<file path="config.mk">
export PLATFORM = sky130hd
export DESIGN_NAME = reset_sequencer
export DESIGN_NICKNAME = d
export VERILOG_FILES = /design/src/rtl/reset_sequencer_pkg.sv /design/src/rtl/reset_sync.sv /design/src/rtl/reset_sequencer.sv
export SDC_FILE = /design/constraint.sdc
export NUM_CORES = 1
export LEC_CHECK = 0
export CAP_MARGIN = 25
export CORE_MARGIN = 4
export CORE_UTILIZATION = 51
export DETAILED_ROUTE_END_ITERATION = 10
export GPL_TIMING_DRIVEN = 0
export MAX_ROUTING_LAYER = met4
export PLACE_DENSITY_LB_ADDON = 0.2
export SYNTH_ARGS = -nofsm -noshare
export SYNTH_HDL_FRONTEND = slang
export SYNTH_SLANG_ARGS = --single-unit
</file>
<file path="constraint.sdc">
create_clock -name sys_clk_i -period 7.2 [get_ports sys_clk_i]
set_input_delay 1.44 -clock sys_clk_i [delete_from_list [all_inputs] [get_ports sys_clk_i]]
set_output_delay 1.44 -clock sys_clk_i [all_outputs]
set_load 0.02 [all_outputs]
</file>
<file path="src/rtl/reset_sequencer_pkg.sv">
// Shared FSM encoding and parameter-legality helper for the reset sequencer.
package reset_sequencer_pkg;

  typedef enum logic [2:0] {
    ST_RESET   = 3'd0,
    ST_HOLD    = 3'd1,
    ST_RELEASE = 3'd2,
    ST_RUN     = 3'd3,
    ST_SWRST   = 3'd4
  } state_t;

  // True when every programmed interval fits in the counter without wrapping.
  function automatic bit params_ok(input int num_ch, input int sync_stages,
                                   input int hold_cycles, input int stagger,
                                   input int pulse_cycles, input int cnt_w);
    longint cnt_max;
    if (num_ch < 1 || sync_stages < 2 || hold_cycles < 0 || stagger < 0 || pulse_cycles < 1)
      return 1'b0;
    if (cnt_w < 1 || cnt_w > 32)
      return 1'b0;
    cnt_max = (longint'(1) << cnt_w) - 1;
    return (longint'(hold_cycles) <= cnt_max) &&
           (longint'(stagger) * longint'(num_ch - 1) <= cnt_max) &&
           (longint'(pulse_cycles) <= cnt_max);
  endfunction

endpackage

</file>
<file path="src/rtl/reset_sync.sv">
// Asynchronous-assert, synchronous-deassert reset synchroniser chain.
module reset_sync #(
  parameter int STAGES = 2
) (
  input  logic clk,
  input  logic rst_n,
  output logic arm,
  output logic rst_sync
);

  logic [STAGES-1:0] chain;

  always_ff @(posedge clk or negedge rst_n) begin
    if (!rst_n) chain <= '0;
    else        chain <= {chain[STAGES-2:0], 1'b1};
  end

  // arm is the last stage's input: high one edge before rst_sync rises.
  assign arm      = chain[STAGES-2];
  assign rst_sync = chain[STAGES-1];

endmodule

</file>
<file path="src/rtl/reset_sequencer.sv">
// Reset sequencer: synchronised board reset, settle hold, staggered domain
// release and software-requested reset pulses.
module reset_sequencer
  import reset_sequencer_pkg::*;
#(
  parameter int NUM_CH       = 4,
  parameter int SYNC_STAGES  = 2,
  parameter int HOLD_CYCLES  = 20,
  parameter int STAGGER      = 8,
  parameter int PULSE_CYCLES = 16,
  parameter int CNT_W        = 16
) (
  input  logic              sys_clk_i,
  input  logic              sys_rst_i,
  input  logic              sw_rst_req_i,
  input  logic [NUM_CH-1:0] sw_ch_mask_i,
  input  logic              sw_mod_i,
  output logic [NUM_CH-1:0] ch_rst_o,
  output logic              mod_rst_o,
  output logic              ready_o,
  output logic              busy_o
);

  if (!params_ok(NUM_CH, SYNC_STAGES, HOLD_CYCLES, STAGGER, PULSE_CYCLES, CNT_W)) begin : g_param_check
    $error("reset_sequencer: illegal parameter combination");
  end

  // Count value seen on the cycle whose closing edge ends the interval.
  localparam logic [CNT_W-1:0] HOLD_LAST  = (HOLD_CYCLES == 0) ? '0 : CNT_W'(HOLD_CYCLES - 1);
  localparam logic [CNT_W-1:0] PULSE_LAST = CNT_W'(PULSE_CYCLES - 1);

  state_t            state, state_d;
  logic [CNT_W-1:0]  cnt, cnt_d, cnt_inc;
  logic [NUM_CH-1:0] ch_d, mask_q, mask_d, rel_hit;
  logic              mod_d, mod_flag_q, mod_flag_d, ready_d;
  logic              arm, rst_sync;

  reset_sync #(
    .STAGES (SYNC_STAGES)
  ) u_reset_sync (
    .clk      (sys_clk_i),
    .rst_n    (sys_rst_i),
    .arm      (arm),
    .rst_sync (rst_sync)
  );

  // Channel k releases once the post-edge release count reaches k*STAGGER.
  for (genvar k = 0; k < NUM_CH; k++) begin : g_rel
    localparam int unsigned REL_AT = k * STAGGER;
    if (REL_AT == 0) begin : g_first
      assign rel_hit[k] = 1'b1;
    end else begin : g_later
      assign rel_hit[k] = (state == ST_RELEASE) && ((32'(cnt) + 32'd1) >= REL_AT);
    end
  end

  always_comb begin
    state_d    = state;
    cnt_d      = cnt;
    ch_d       = ch_rst_o;
    mod_d      = mod_rst_o;
    mask_d     = mask_q;
    mod_flag_d = mod_flag_q;
    cnt_inc    = (cnt == {CNT_W{1'b1}}) ? cnt : cnt + CNT_W'(1);

    case (state)
      ST_RESET: begin
        if (arm && !rst_sync) begin
          state_d = ST_HOLD;
          cnt_d   = '0;
        end
      end
      ST_HOLD: begin
        cnt_d = cnt_inc;
        if (cnt == HOLD_LAST) begin
          cnt_d = '0;
          ch_d  = ch_rst_o & ~rel_hit;
          if (rel_hit[NUM_CH-1]) begin
            state_d = ST_RUN;
            mod_d   = 1'b0;
          end else begin
            state_d = ST_RELEASE;
          end
        end
      end
      ST_RELEASE: begin
        cnt_d = cnt_inc;
        ch_d  = ch_rst_o & ~rel_hit;
        if (rel_hit[NUM_CH-1]) begin
          state_d = ST_RUN;
          cnt_d   = '0;
          mod_d   = 1'b0;
        end
      end
      ST_RUN: begin
        if (sw_rst_req_i && ((|sw_ch_mask_i) || sw_mod_i)) begin
          state_d    = ST_SWRST;
          cnt_d      = '0;
          mask_d     = sw_ch_mask_i;
          mod_flag_d = sw_mod_i;
          ch_d       = ch_rst_o | sw_ch_mask_i;
          mod_d      = sw_mod_i;
        end
      end
      ST_SWRST: begin
        cnt_d = cnt_inc;
        if (cnt == PULSE_LAST) begin
          state_d = ST_RUN;
          cnt_d   = '0;
          ch_d    = ch_rst_o & ~mask_q;
          if (mod_flag_q) mod_d = 1'b0;
        end
      end
      default: state_d = ST_RESET;
    endcase

    ready_d = (state_d == ST_RUN);
  end

  always_ff @(posedge sys_clk_i or negedge sys_rst_i) begin
    if (!sys_rst_i) begin
      state      <= ST_RESET;
      cnt        <= '0;
      ch_rst_o   <= '1;
      mod_rst_o  <= 1'b1;
      ready_o    <= 1'b0;
      busy_o     <= 1'b1;
      mask_q     <= '0;
      mod_flag_q <= 1'b0;
    end else begin
      state      <= state_d;
      cnt        <= cnt_d;
      ch_rst_o   <= ch_d;
      mod_rst_o  <= mod_d;
      ready_o    <= ready_d;
      busy_o     <= !ready_d;
      mask_q     <= mask_d;
      mod_flag_q <= mod_flag_d;
    end
  end

endmodule
</file>
Word level (Yosys, flattened, before mapping)
Index checks and enable logic that the tools add are counted.
{"block": "word_totals", "wordCells": 72, "in_bits": 8, "regBits": 33, "out_inout_bits": 7}
{"block": "classes", "n_bitwise": 5, "order_cmp": 3, "addsub": 2, "n_eq_ne": 13, "muxes": 24, "n_reduce_logical": 16}
{"op": "$mux 16", "count": 6}
{"op": "$pmux 16 s5", "count": 1}
{"op": "$ge 32x4->1 const B", "count": 1}
{"op": "$ge 32x5->1 const B", "count": 1}
{"op": "$add 16x1->17 const B", "count": 1}
{"op": "$ge 17x5->1 const B", "count": 1}
{"op": "$add 16x1->16 const B", "count": 1}
{"op": "$eq 16x16->1 const B", "count": 1}
{"op": "$eq 16x4->1 const B", "count": 1}
{"op": "$eq 16x5->1 const B", "count": 1}
{"op": "$pmux 4 s4", "count": 1}
{"op": "$mux 3", "count": 5}
{"op": "$pmux 3 s5", "count": 1}
{"op": "$mux 4", "count": 3}
{"op": "$ne 2x2->1 const B", "count": 5}
{"op": "$eq 3x2->1 const B", "count": 3}
{"op": "$and 4x4->4", "count": 2}
{"op": "$not 4->4", "count": 2}
{"op": "$mux 1", "count": 6}
{"op": "$logic_and 1x1->1", "count": 5}
{"op": "$reduce_and 5->1", "count": 1}
{"op": "$reduce_bool 5->1", "count": 1}
{"op": "$or 4x4->4", "count": 1}
{"op": "$pmux 1 s4", "count": 1}
{"op": "10 further kinds", "count": 11}

Logic depth before layout (Yosys ltp)
Gate-level depths: netlist of the first run.
{"block": "depth", "depth_word": 8, "depth_mapped": 8, "ltp_nobuf": 7}

Modules after synthesis
From an unflattened synthesis of the first run, not the netlist that was laid out.
{"block": "unflattened", "cells_unflattened": 229, "hier_area_um2": 2031.9}
{"module": "reset_sequencer", "instances": 1, "area_each_um2": 1978.1, "cells_each": 226}
{"module": "reset_sync", "instances": 1, "area_each_um2": 53.8, "cells_each": 3}

Worst setup path before layout of the first run
OpenSTA, ideal clock, no wires.
{"block": "synth_path", "path_type": "input to register", "startpoint": "in sw_mod_i", "endpoint": "reg cnt[13]", "n_path_buf": 1, "stages": 6, "setup_time_ns": 0.080, "arrival_time_ns": 2.964, "required_time_ns": 7.120, "slack_ns": 4.156, "cell_sequence": "or4_1 o21ai_1 a311o_1 clkbuf_1 nand2_1 a2bb2oi_1"}
{"block": "synth_via", "elab_chain_len": 4}
{"element": "from (decl)", "line": "reset_sequencer.sv:17", "text": "input logic sw_mod_i,"}
{"element": "$logic_or 1x1->1", "line": "reset_sequencer.sv:96", "text": "if (sw_rst_req_i && ((|sw_ch_mask_i) || sw_mod_i)) begin"}
{"element": "$logic_and 1x1->1", "line": "reset_sequencer.sv:96"}
{"element": "$ne 2x2->1 (no line)"}
{"element": "$reduce_and 3->1 (no line)"}
{"element": "to (signal assigned)", "line": "reset_sequencer.sv:132", "text": "cnt <= cnt_d;"}
{"element": "to (decl)", "line": "reset_sequencer.sv:33", "text": "logic [CNT_W-1:0] cnt, cnt_d, cnt_inc;"}
Every way passes these cells.
A chain may end at the register's enable or synchronous reset.

Worst setup path in the final report of the first run
{"block": "layout_path", "startpoint": "in sw_ch_mask_i[0]", "endpoint": "reg cnt[13]"}
{"block": "layout_via", "elab_chain_len": 5}
{"element": "from (decl)", "line": "reset_sequencer.sv:16", "text": "input logic [NUM_CH-1:0] sw_ch_mask_i,"}
{"element": "$reduce_or 4->1", "line": "reset_sequencer.sv:96"}
{"element": "$logic_or 1x1->1", "line": "reset_sequencer.sv:96"}
{"element": "$logic_and 1x1->1", "line": "reset_sequencer.sv:96"}
{"element": "$ne 2x2->1 (no line)"}
{"element": "$reduce_and 3->1 (no line)"}
Every way passes these cells.

==> results of run 1 <==
-- layout make-up --
class,instances,area (um^2)
inverters,9,33.8
clock inverters,3,65.1
clock buffers,5,68.8
repair buffers,14,135
plain buffers,18,82.6
flip-flops and latches,33,833
fillers,379,1540
multi-input cells,197,1320
well taps,50,62.6
-- metrics by stage --
step	setup slack, ps	total power, W	std cells	instance area, um^2
after detailed placement	3240	0.000570	321	2470
final	3530	0.000775	329	2600
after global routing	3320	0.000827	329	2600
after CTS	3520	0.000778	329	2600
after global placement	3230	0.000563	321	2470
after floorplan	4160	0.000481	257	2270
-- worst paths after layout --
check / startpoint / to / cells past startpoint
hold reg to reg: u_reset_sync.chain[0] / u_reset_sync.chain[1] / 0
setup / recovery: sw_ch_mask_i[0] / cnt[13] / 7
min in group asynchronous: sys_rst_i / cnt[13] / 1
max in group asynchronous: sys_rst_i / cnt[9] / 1
hold / removal: u_reset_sync.chain[0] / u_reset_sync.chain[1] / 0
setup reg to reg: cnt[0] / state[0] / 8
-- registers in the layout, summed over array words and instances, names as in the netlist --
name                flops
state                   3
mod_rst_o               1
busy_o                  1
mask_q                  4
mod_flag_q              1
ready_o                 1
ch_rst_o                4
u_reset_sync.chain      2
cnt                    16
-- cells in the mapped netlist (all sizes together), types with 4 or more instances --
cell type | instances | share of area [%]
nand2 | 31 | 5.1
o21ai | 29 | 6.6
dfrtp | 27 | 30
nor2 | 16 | 2.6
a21oi | 14 | 3.3
clkbuf | 11 | 1.8
nand3 | 11 | 2.4
inv | 9 | 1.5
nand4 | 8 | 3.5
a31oi | 7 | 2.6
buf | 7 | 1.8
dfstp | 6 | 6.9
and4 | 5 | 2.0
nor3 | 4 | 1.1
o31ai | 4 | 1.3
or3 | 4 | 1.1
or4 | 4 | 1.7
-- worst max-delay path: cells and delay by family --
kind,cells,cell delay [ps]
compound gates,3,920
simple gates,2,620
buf+inv,2,880
-- cells in the final DEF (no fill, tap or decap), drive strengths merged, types with 4 or more instances in the layout --
cell type      count
nand2             31
o21ai             29
dfrtp             27
nor2              16
clkbuf            16
a21oi             14
clkdlybuf4s50     13
nand3             11
inv                9
buf                8
nand4              8
a31oi              7
dfstp              6
and4               5
or3                4
o31ai              4
nor3               4
or4                4
-- logic make-up (layout without fill, tap and decap cells) --
logic type,count (synthesis),after routing,share of synthesized area (%)
DFF,33,33,36.7
other,1,1,0.165
adders and majority gates,2,2,1.10
xor gates and xnor gates,3,3,1.16
AOI/OAI and AO/OA,83,83,26.1
buffers and inverters,27,49,5.13
and+or+nand+nor,104,104,27.7
muxes,4,4,1.88
-- layer usage --
layer / share of wire [%] / wire length [um]
met5: 0 / 0
met4: 1.4 / 78
met3: 6.0 / 330
met2: 44 / 2470
met1: 48 / 2670
-- power by group --
group	total [W]	switching (W)	leakage, nW	internal [W]
Clock	0.000208	0.0000703	0.0681	0.000138
Sequential	0.000260	0.0000348	0.421	0.000225
Combinational	0.000307	0.000195	0.565	0.000113
==> flow_summary.ini, run 1 <==
[timing]
setup_tns_ps = 0
whs_ps = 422
report.final.slew_viol_count = 0
fmax_mhz = 273
fin_skew_ps = 6.62
period_share_pct = 50.9
setup_violations = 0
slew_headroom_pct = 52.4
rsz0062_at_grt = no
tightest_slew_ps = 715
period_minus_slack_ps = 3670
finalHoldViolCount = 0

[synthesis]
syn_nets = 267
synth_edf_count = 0
yosysWarnings = 0
async_reset_ff_share_pct = 100
synth_cells = 257
synth_cell_types = 62
synth_area_per_cell_um2 = 8.83
synth_ff_type = dfrtp_1
synth_area_um2 = 2270
synth.ff_latch_count = 33
yosysSeqAreaShare_pct = 36.7

[detailed_routing]
dr.pass1.iters = 4
vias_per_cell = 6.25
drt_iter0_markers = 154
wl_um = 5550
drt.antenna.violating_nets = 0
wl_per_cell_um = 16.9
route.vias.total = 2057
drcViolationCount = 0

[clock_tree]
insertion_delay_ps = 280
cts-root-buf = clkbuf_8
clock_path_buffers = 2
htreeDepth = 2
cts_buffers = 5
postCtsSetupBuffers = 0
clkTransAtPathRegs_ps = 70
cts.repair.resized = 0
holdBufCountCts = 0
cts_tree = yes
cts_sinks = 33

[die]
initial_utilization_pct = 54.7
io_pins = 15
die_area_um2 = 5580
fp.coreArea_um2 = 4140
die_w_um = 74.7
num_rows = 23
die_h_um = 74.7

[outcome]
outcome = finished, final reports clean

[setup_path]
arrival_ps = 3880
r2r_slack_ps = 4170
cp_slowest_stage_delay_ps = 510
worstPathMaxFanout = 10
cpMaxStageDelayCell = or4_1
path_cells = clkdlybuf4s50_1 -> or4_1 -> o21ai_1 -> a311o_1 -> clkbuf_1 -> nand2_1 -> a2bb2oi_1
path_class = in2reg
start_kind = input pin
cp_data_required_time_ps = 7410
end_kind = flip-flop

[placement]
place_hpwl_um = 4160
portBuffers = 14
place_congestion = 0.930

[final_layout]
area_delta_synth_final_pct = 14.6
final_util_pct = 62.7
layout-drive-gt1-share_pct = 15.4
nets = 288
diodes = 0

[grt]
antenna_found_initial = 0
grt_pass1_vias = 1888
grt_overflow = 0
gr-usage-met3_pct = 4.14
grt_max_degree = 34
grt_pass1_wl_um = 9360
track_usage_pct = 22.8
grt_busiest_layer = met1
gr-usage-met1_pct = 34.1
met2_usage_pct = 31.8

[pwr]
power_density_nw_per_um2 = 298
vdd_ir_drop_max_uv = 149
p_leak_nw = 1.05

[min_path]
holdCritPathClass = reg2reg

[flow_run]
drv_cap = 0
(Power assumes the default switching activity.)
==> run 2: changes to the inputs <==
==> constraint.sdc (replaced) <==
create_clock -name sys_clk_i -period 3.15 [get_ports sys_clk_i]
set_input_delay 0.63 -clock sys_clk_i [delete_from_list [all_inputs] [get_ports sys_clk_i]]
set_output_delay 0.63 -clock sys_clk_i [all_outputs]
set_load 0.02 [all_outputs]
==> run 2 against run 1 <==
Setup slack got worse by 3300 ps. Sequential cell count unchanged. Die area unchanged. Clock power grew 130%. Combinational power is 130% higher. Largest cell class unchanged. Largest power group unchanged.
==> flow_summary.ini, run 2 (same netlist as run 1, synthesis figures left out) <==
[final_layout]
diodes = 0
top_regs = cnt x16, ch_rst_o x4, mask_q x4
nets = 287
fin_area_um2 = 2600
area_delta_synth_final_pct = 14.5
largest_register_ffs = 16
top_register = cnt
most-common-layout-cells = nand2_1, dfrtp_1, nor2_1
final_common_cell = nand2_1
fillers = 381
layout-drive-gt1-share_pct = 15.5

[placement]
dpl_cell_area_um2 = 2470
place_hpwl_um = 4160
portBuffers = 14
pre_cts_slack_ps = -2.81
place_congestion = 0.930

[setup_path]
worstPathMaxFanout = 11
crit_buf_inv = 1
start_kind = flip-flop
cp_slowest_stage_delay_ps = 530
cp_data_required_time_ps = 3310
cpMaxStageDelayCell = a2111oi_4
path_class = reg2reg
arrival_ps = 3050
path_cells = ha_1 -> inv_1 -> nor2_1 -> a31oi_1 -> a2111oi_4 -> a31oi_1 -> or3_1
end_kind = flip-flop
critPathMostFrequentCell = a31oi_1
crit_family = compound AO/OA/AOI/OAI gates

[timing]
rsz0062_at_grt = no
setup_slack_ps = 260
setup_violations = 0
period_share_pct = 91.7
report.final.slew_viol_count = 0
finalHoldViolCount = 0
period_minus_slack_ps = 2890
slew_headroom_pct = 52.3
fin_skew_ps = 6.35
whs_ps = 393
tightest_slew_ps = 716
fmax_mhz = 346

[pwr]
p_sw_w = 0.000686
p_int_w = 0.00109
p_comb_share_pct = 39.6
p_leak_nw = 1.05
power_density_nw_per_um2 = 683
clkPwrFrac_pct = 26.8
vdd_ir_drop_max_uv = 339
swShare_pct = 38.7
seq_power_share_pct = 33.6

[grt]
antenna_found_initial = 0
grt_pass1_vias = 1888
grt_pass1_wl_um = 9360
grt_max_degree = 34
grt_overflow = 0
track_usage_pct = 22.8

[detailed_routing]
vias_per_cell = 6.29
dr.pass1.iters = 5
drt_iter0_markers = 142
wl_per_cell_um = 17.0
wl_um = 5570
drcViolationCount = 0
route.vias.total = 2062
drt.antenna.violating_nets = 0

[die]
die_w_um = 74.7
fp.coreArea_um2 = 4140
num_rows = 23
die_h_um = 74.7
die_area_um2 = 5580
io_pins = 15
initial_utilization_pct = 54.7

[clock_tree]
cts.repair.resized = 0
cts-root-buf = clkbuf_8
holdBufCountCts = 0
cts_tree = yes
cts_buffers = 5
cts_sinks = 33
clkTransAtPathRegs_ps = 70
insertion_delay_ps = 280
postCtsSetupBuffers = 0
htreeDepth = 2
clock_path_buffers = 2

[outcome]
outcome = finished, final reports clean

[flow_run]
drv_cap = 0

[min_path]
holdCritPathClass = in2async
-- run 2: changes by cell type in the layout (fill, tap and decap cells not counted) --
cell      change
clkbuf_1      -1
-- run 2: area by class of cell --
| cell class | instances | area, um^2 | area share, % |
|---|---|---|---|
| Clock buffer | 5 | 68.8 | 2.65 |
| Timing Repair Buffer | 14 | 135 | 5.20 |
| Tap cell | 50 | 62.6 | 2.41 |
| Clock inverter | 3 | 65.1 | 2.51 |
| Buffer | 17 | 78.8 | 3.04 |
| Multi-Input combinational cell | 197 | 1320 | 50.8 |
| Sequential cell | 33 | 833 | 32.1 |
| Inverter | 9 | 33.8 | 1.30 |
-- run 2: final timing paths --
path / startpoint / endpoint / slack, ps / cells past startpoint
min reg2reg: u_reset_sync.chain[0] / u_reset_sync.chain[1] / 420 / 0
max reg2reg: cnt[1] / state[0] / 260 / 7
max in group asynchronous: sys_rst_i / cnt[9] / 2290 / 1
min in group sys_clk_i: u_reset_sync.chain[0] / u_reset_sync.chain[1] / 420 / 0
max: cnt[1] / state[0] / 260 / 7
min: sys_rst_i / cnt[11] / 390 / 1
-- run 2: stage by stage --
step                      cells  TNS, ps  utilization [%]  total power [W]
after floorplan             257        0                -          0.00110
after global placement      321    -6.41             59.6          0.00129
after detailed placement    321    -2.81             59.5          0.00130
after CTS                   329        0             62.7          0.00178
after global routing        328        0             62.7          0.00189
final                       328        0             62.7          0.00177
-- run 2: worst register-to-register path, delay by kind of cell (launching register included) --
family	cells	cell delay [ps]
AO/OA/AOI/OAI	3	1020
AND/OR/NAND/NOR	2	640
flip-flops	1	520
adder cells (fa/ha/maj)	1	440
buffers and inverters	1	130
-- run 2: power by group through the flow --
| stage | clock network (W) | registers, W | logic [W] |
|---|---|---|---|
| detailed placement | 0 | 0.000602 | 0.000701 |
| global placement | 0 | 0.000600 | 0.000688 |
| floorplan | 0 | 0.000599 | 0.000500 |
| finish | 0.000476 | 0.000596 | 0.000702 |
| global route | 0.000505 | 0.000607 | 0.000777 |
| CTS | 0.000484 | 0.000594 | 0.000702 |
-- run 2: routing by layer --
layer,part of all wire [%],up-vias,routed length (um),global-route usage [%]
met3,5.4,7,298,4.14
met4,1.4,0,78,5.73
met5,0,-,0,-
met2,45,51,2520,31.8
met1,48,1000,2670,34.1
li1,-,1004,-,-
==> run 3: changes to the inputs <==
--- a/config.mk
+++ b/config.mk
@@ -8,10 +8,12 @@
 export CAP_MARGIN = 25
 export CORE_MARGIN = 4
 export CORE_UTILIZATION = 51
+export CTS_CLUSTER_DIAMETER = 50
 export DETAILED_ROUTE_END_ITERATION = 10
 export GPL_TIMING_DRIVEN = 0
 export MAX_ROUTING_LAYER = met4
 export PLACE_DENSITY_LB_ADDON = 0.2
 export SYNTH_ARGS = -nofsm -noshare
 export SYNTH_HDL_FRONTEND = slang
+export SYNTH_HIERARCHICAL = 1
 export SYNTH_SLANG_ARGS = --single-unit
==> run 3 against run 2 <==
Critical path depth rose by 4. Via count fell by 11%. Global-route usage fell by 2.3 points. Synthesized cell count fell by 11%. Fmax fell by 2.1%. Sequential power barely moved. Die area fell by 9.3%. Largest power group unchanged.
==> flow_summary.ini, run 3 <==
[outcome]
outcome = finished, final reports clean

[clock_tree]
cts_tree = yes
insertion_delay_ps = 280
htreeDepth = 2
cts-root-buf = clkbuf_8
cts_sinks = 33
clock_path_buffers = 2
holdBufCountCts = 0
clkTransAtPathRegs_ps = 70
cts_buffers = 5

[setup_path]
path_class = reg2reg
worstPathMaxFanout = 10
r2r_slack_ps = 200
crit_buf_inv = 3
arrival_ps = 3150
cp_data_required_time_ps = 3350
cp_slowest_stage_delay_ps = 600
path_cells = ha_1 -> and3_1 -> buf_2 -> xnor2_1 -> a41oi_1 -> or4b_4 -> o41ai_4 -> buf_4 -> buf_6 -> a21oi_1 -> o21ai_1
crit_family = simple AND/OR/NAND/NOR gates
cpMaxStageDelayCell = or4b_4
start_kind = flip-flop
end_kind = flip-flop

[final_layout]
most-common-layout-cells = nand2_1, dfrtp_1, o21ai_0
final_common_cell = nand2_1
fillers = 366
nets = 262
top_regs = cnt x16, ch_rst_o x4, mask_q x4
multi_input_area_um2 = 1110
largest_register_ffs = 16
diodes = 0
ff_latch_area_um2 = 833
area_delta_synth_final_pct = 14.4
layout-drive-gt1-share_pct = 11.9
top_register = cnt

[timing]
report.final.slew_viol_count = 0
period_minus_slack_ps = 2950
slew_headroom_pct = 51.2
finalHoldViolCount = 0
fmax_mhz = 339
whs_ps = 379
fin_skew_ps = 4.26
rsz0062_at_grt = no
setup_tns_ps = 0
setup_violations = 0
tightest_slew_ps = 733
period_share_pct = 93.7

[synthesis]
synth_most_common_cell = nand2_1
synth_cell_types = 51
async_reset_ff_share_pct = 100
synth_commonest_cells = nand2_1, dfrtp_1, o21ai_0
yosysSeqAreaShare_pct = 41.0
synth_area_leader_cell = dfrtp_1
synthTopCellsByArea = dfrtp_1, dfstp_2, nand2_1
synth_area_per_cell_um2 = 8.87
yosysWarnings = 6
synth.ff_latch_count = 33
synth_area_um2 = 2030
synth_cells = 229
syn_nets = 239
synth_edf_count = 0
synth_ff_type = dfrtp_1
synth_top_area_share_pct = 33.3

[grt]
grt_pass1_wl_um = 8060
grt_pass1_vias = 1621
antenna_found_initial = 0
grt_overflow = 0
grt_max_degree = 34
track_usage_pct = 20.5

[pwr]
p_leak_nw = 1.04
clkPwrFrac_pct = 19.9
p_sw_w = 0.000580
power_density_nw_per_um2 = 664
p_comb_share_pct = 41.4
vdd_ir_drop_max_uv = 598
seq_power_share_pct = 38.8
p_int_w = 0.000963
swShare_pct = 37.6

[placement]
portBuffers = 14
place_congestion = 0.929
place_hpwl_um = 3370

[min_path]
holdCritPathClass = reg2reg

[die]
initial_utilization_pct = 54.3
io_pins = 15
num_rows = 22
die_w_um = 71.1
die_area_um2 = 5060
die_h_um = 71.1
fp.coreArea_um2 = 3740

[flow_run]
drv_cap = 0

[detailed_routing]
wl_um = 4780
vias_per_cell = 6.07
route.vias.total = 1827
drt.antenna.violating_nets = 0
drt_iter0_markers = 168
wl_per_cell_um = 15.9
dr.pass1.iters = 5
drcViolationCount = 0
run 3: cell count changes after synthesis, sizes merged, moves of 3 or more:
cell	change
clkbuf	-5
a31oi	-5
a21o	+8
nand4b	-3
a22o	+7
inv	-4
o21ai	-7
run 3: repair_timing:
item                                    in CTS  in global routing
setup buffers                                0                  2
resized for setup                            0                  0
endpoints found under the setup margin       0                 11
run 3: cell families after synthesis:
kind of cell | after synthesis | synth area share, %
XOR/XNOR | 6 | 2.59
other | 1 | 0.185
AND/OR/NAND/NOR | 95 | 25.2
flip-flops | 33 | 41.0
buffers and inverters | 18 | 4.31
adder cells (fa/ha/maj) | 2 | 1.23
multiplexers | 1 | 0.493
AO/OA/AOI/OAI | 73 | 25.0
run 3: cell type report:
cell class              instances  share of cell area (%)
flip-flops and latches         33                    35.8
repair buffers                 16                    6.46
inverters                       5                   0.807
clock buffers                   6                    3.12
clock inverters                 2                   0.431
multi-input cells             178                    47.8
well taps                      48                    2.58
plain buffers                  13                    2.96
run 3: routing by layer:
layer,up-vias,global-route usage [%],part of all wire (%)
met3,4,3.55,6.1
met2,56,28.8,44
li1,892,-,-
met5,-,-,0
met4,0,5.01,0.82
met1,875,30.7,49
run 3: worst paths after layout:
path / from / to / depth (start not counted)
worst min-delay path: u_reset_sync/chain[0] / u_reset_sync/chain[1] / 0
max in group asynchronous: sys_rst_i / state[2] / 1
worst min register to register: u_reset_sync/chain[0] / u_reset_sync/chain[1] / 0
worst max register to register: cnt[0] / cnt[11] / 11
min in group asynchronous: sys_rst_i / cnt[9] / 1
worst max-delay path: cnt[0] / cnt[11] / 11
run 3: worst register-to-register path, delay by kind of cell (launching register included):
family,cells,cell delay (ps)
and+or+nand+nor,2,790
AOI/OAI and AO/OA,4,730
buffers and inverters,3,510
DFF,1,440
adders and majority gates,1,270
xor gates and xnor gates,1,140
run 3: power groups by stage:
stage | Combinational, W | Sequential (W) | Clock (W)
2_1_floorplan | 0.000426 | 0.000612 | 0
3_3_place_gp | 0.000600 | 0.000599 | 0
3_5_place_dp | 0.000608 | 0.000604 | 0
4_1_cts | 0.000613 | 0.000596 | 0.000313
5_1_grt | 0.000701 | 0.000609 | 0.000335
6_report | 0.000639 | 0.000598 | 0.000307
run 3: per-stage QoR:
step                cells  utilization [%]  power, W  setup slack (ps)  instance area (um^2)
floorplan             229                -   0.00104               455                  2030
global placement      291             59.6   0.00120             -16.6                  2230
detailed placement    291             59.5   0.00121             -5.18                  2230
CTS                   299             61.7   0.00152              93.5                  2310
global route          301             62.1   0.00165              21.8                  2320
finish                301             62.1   0.00154               200                  2320
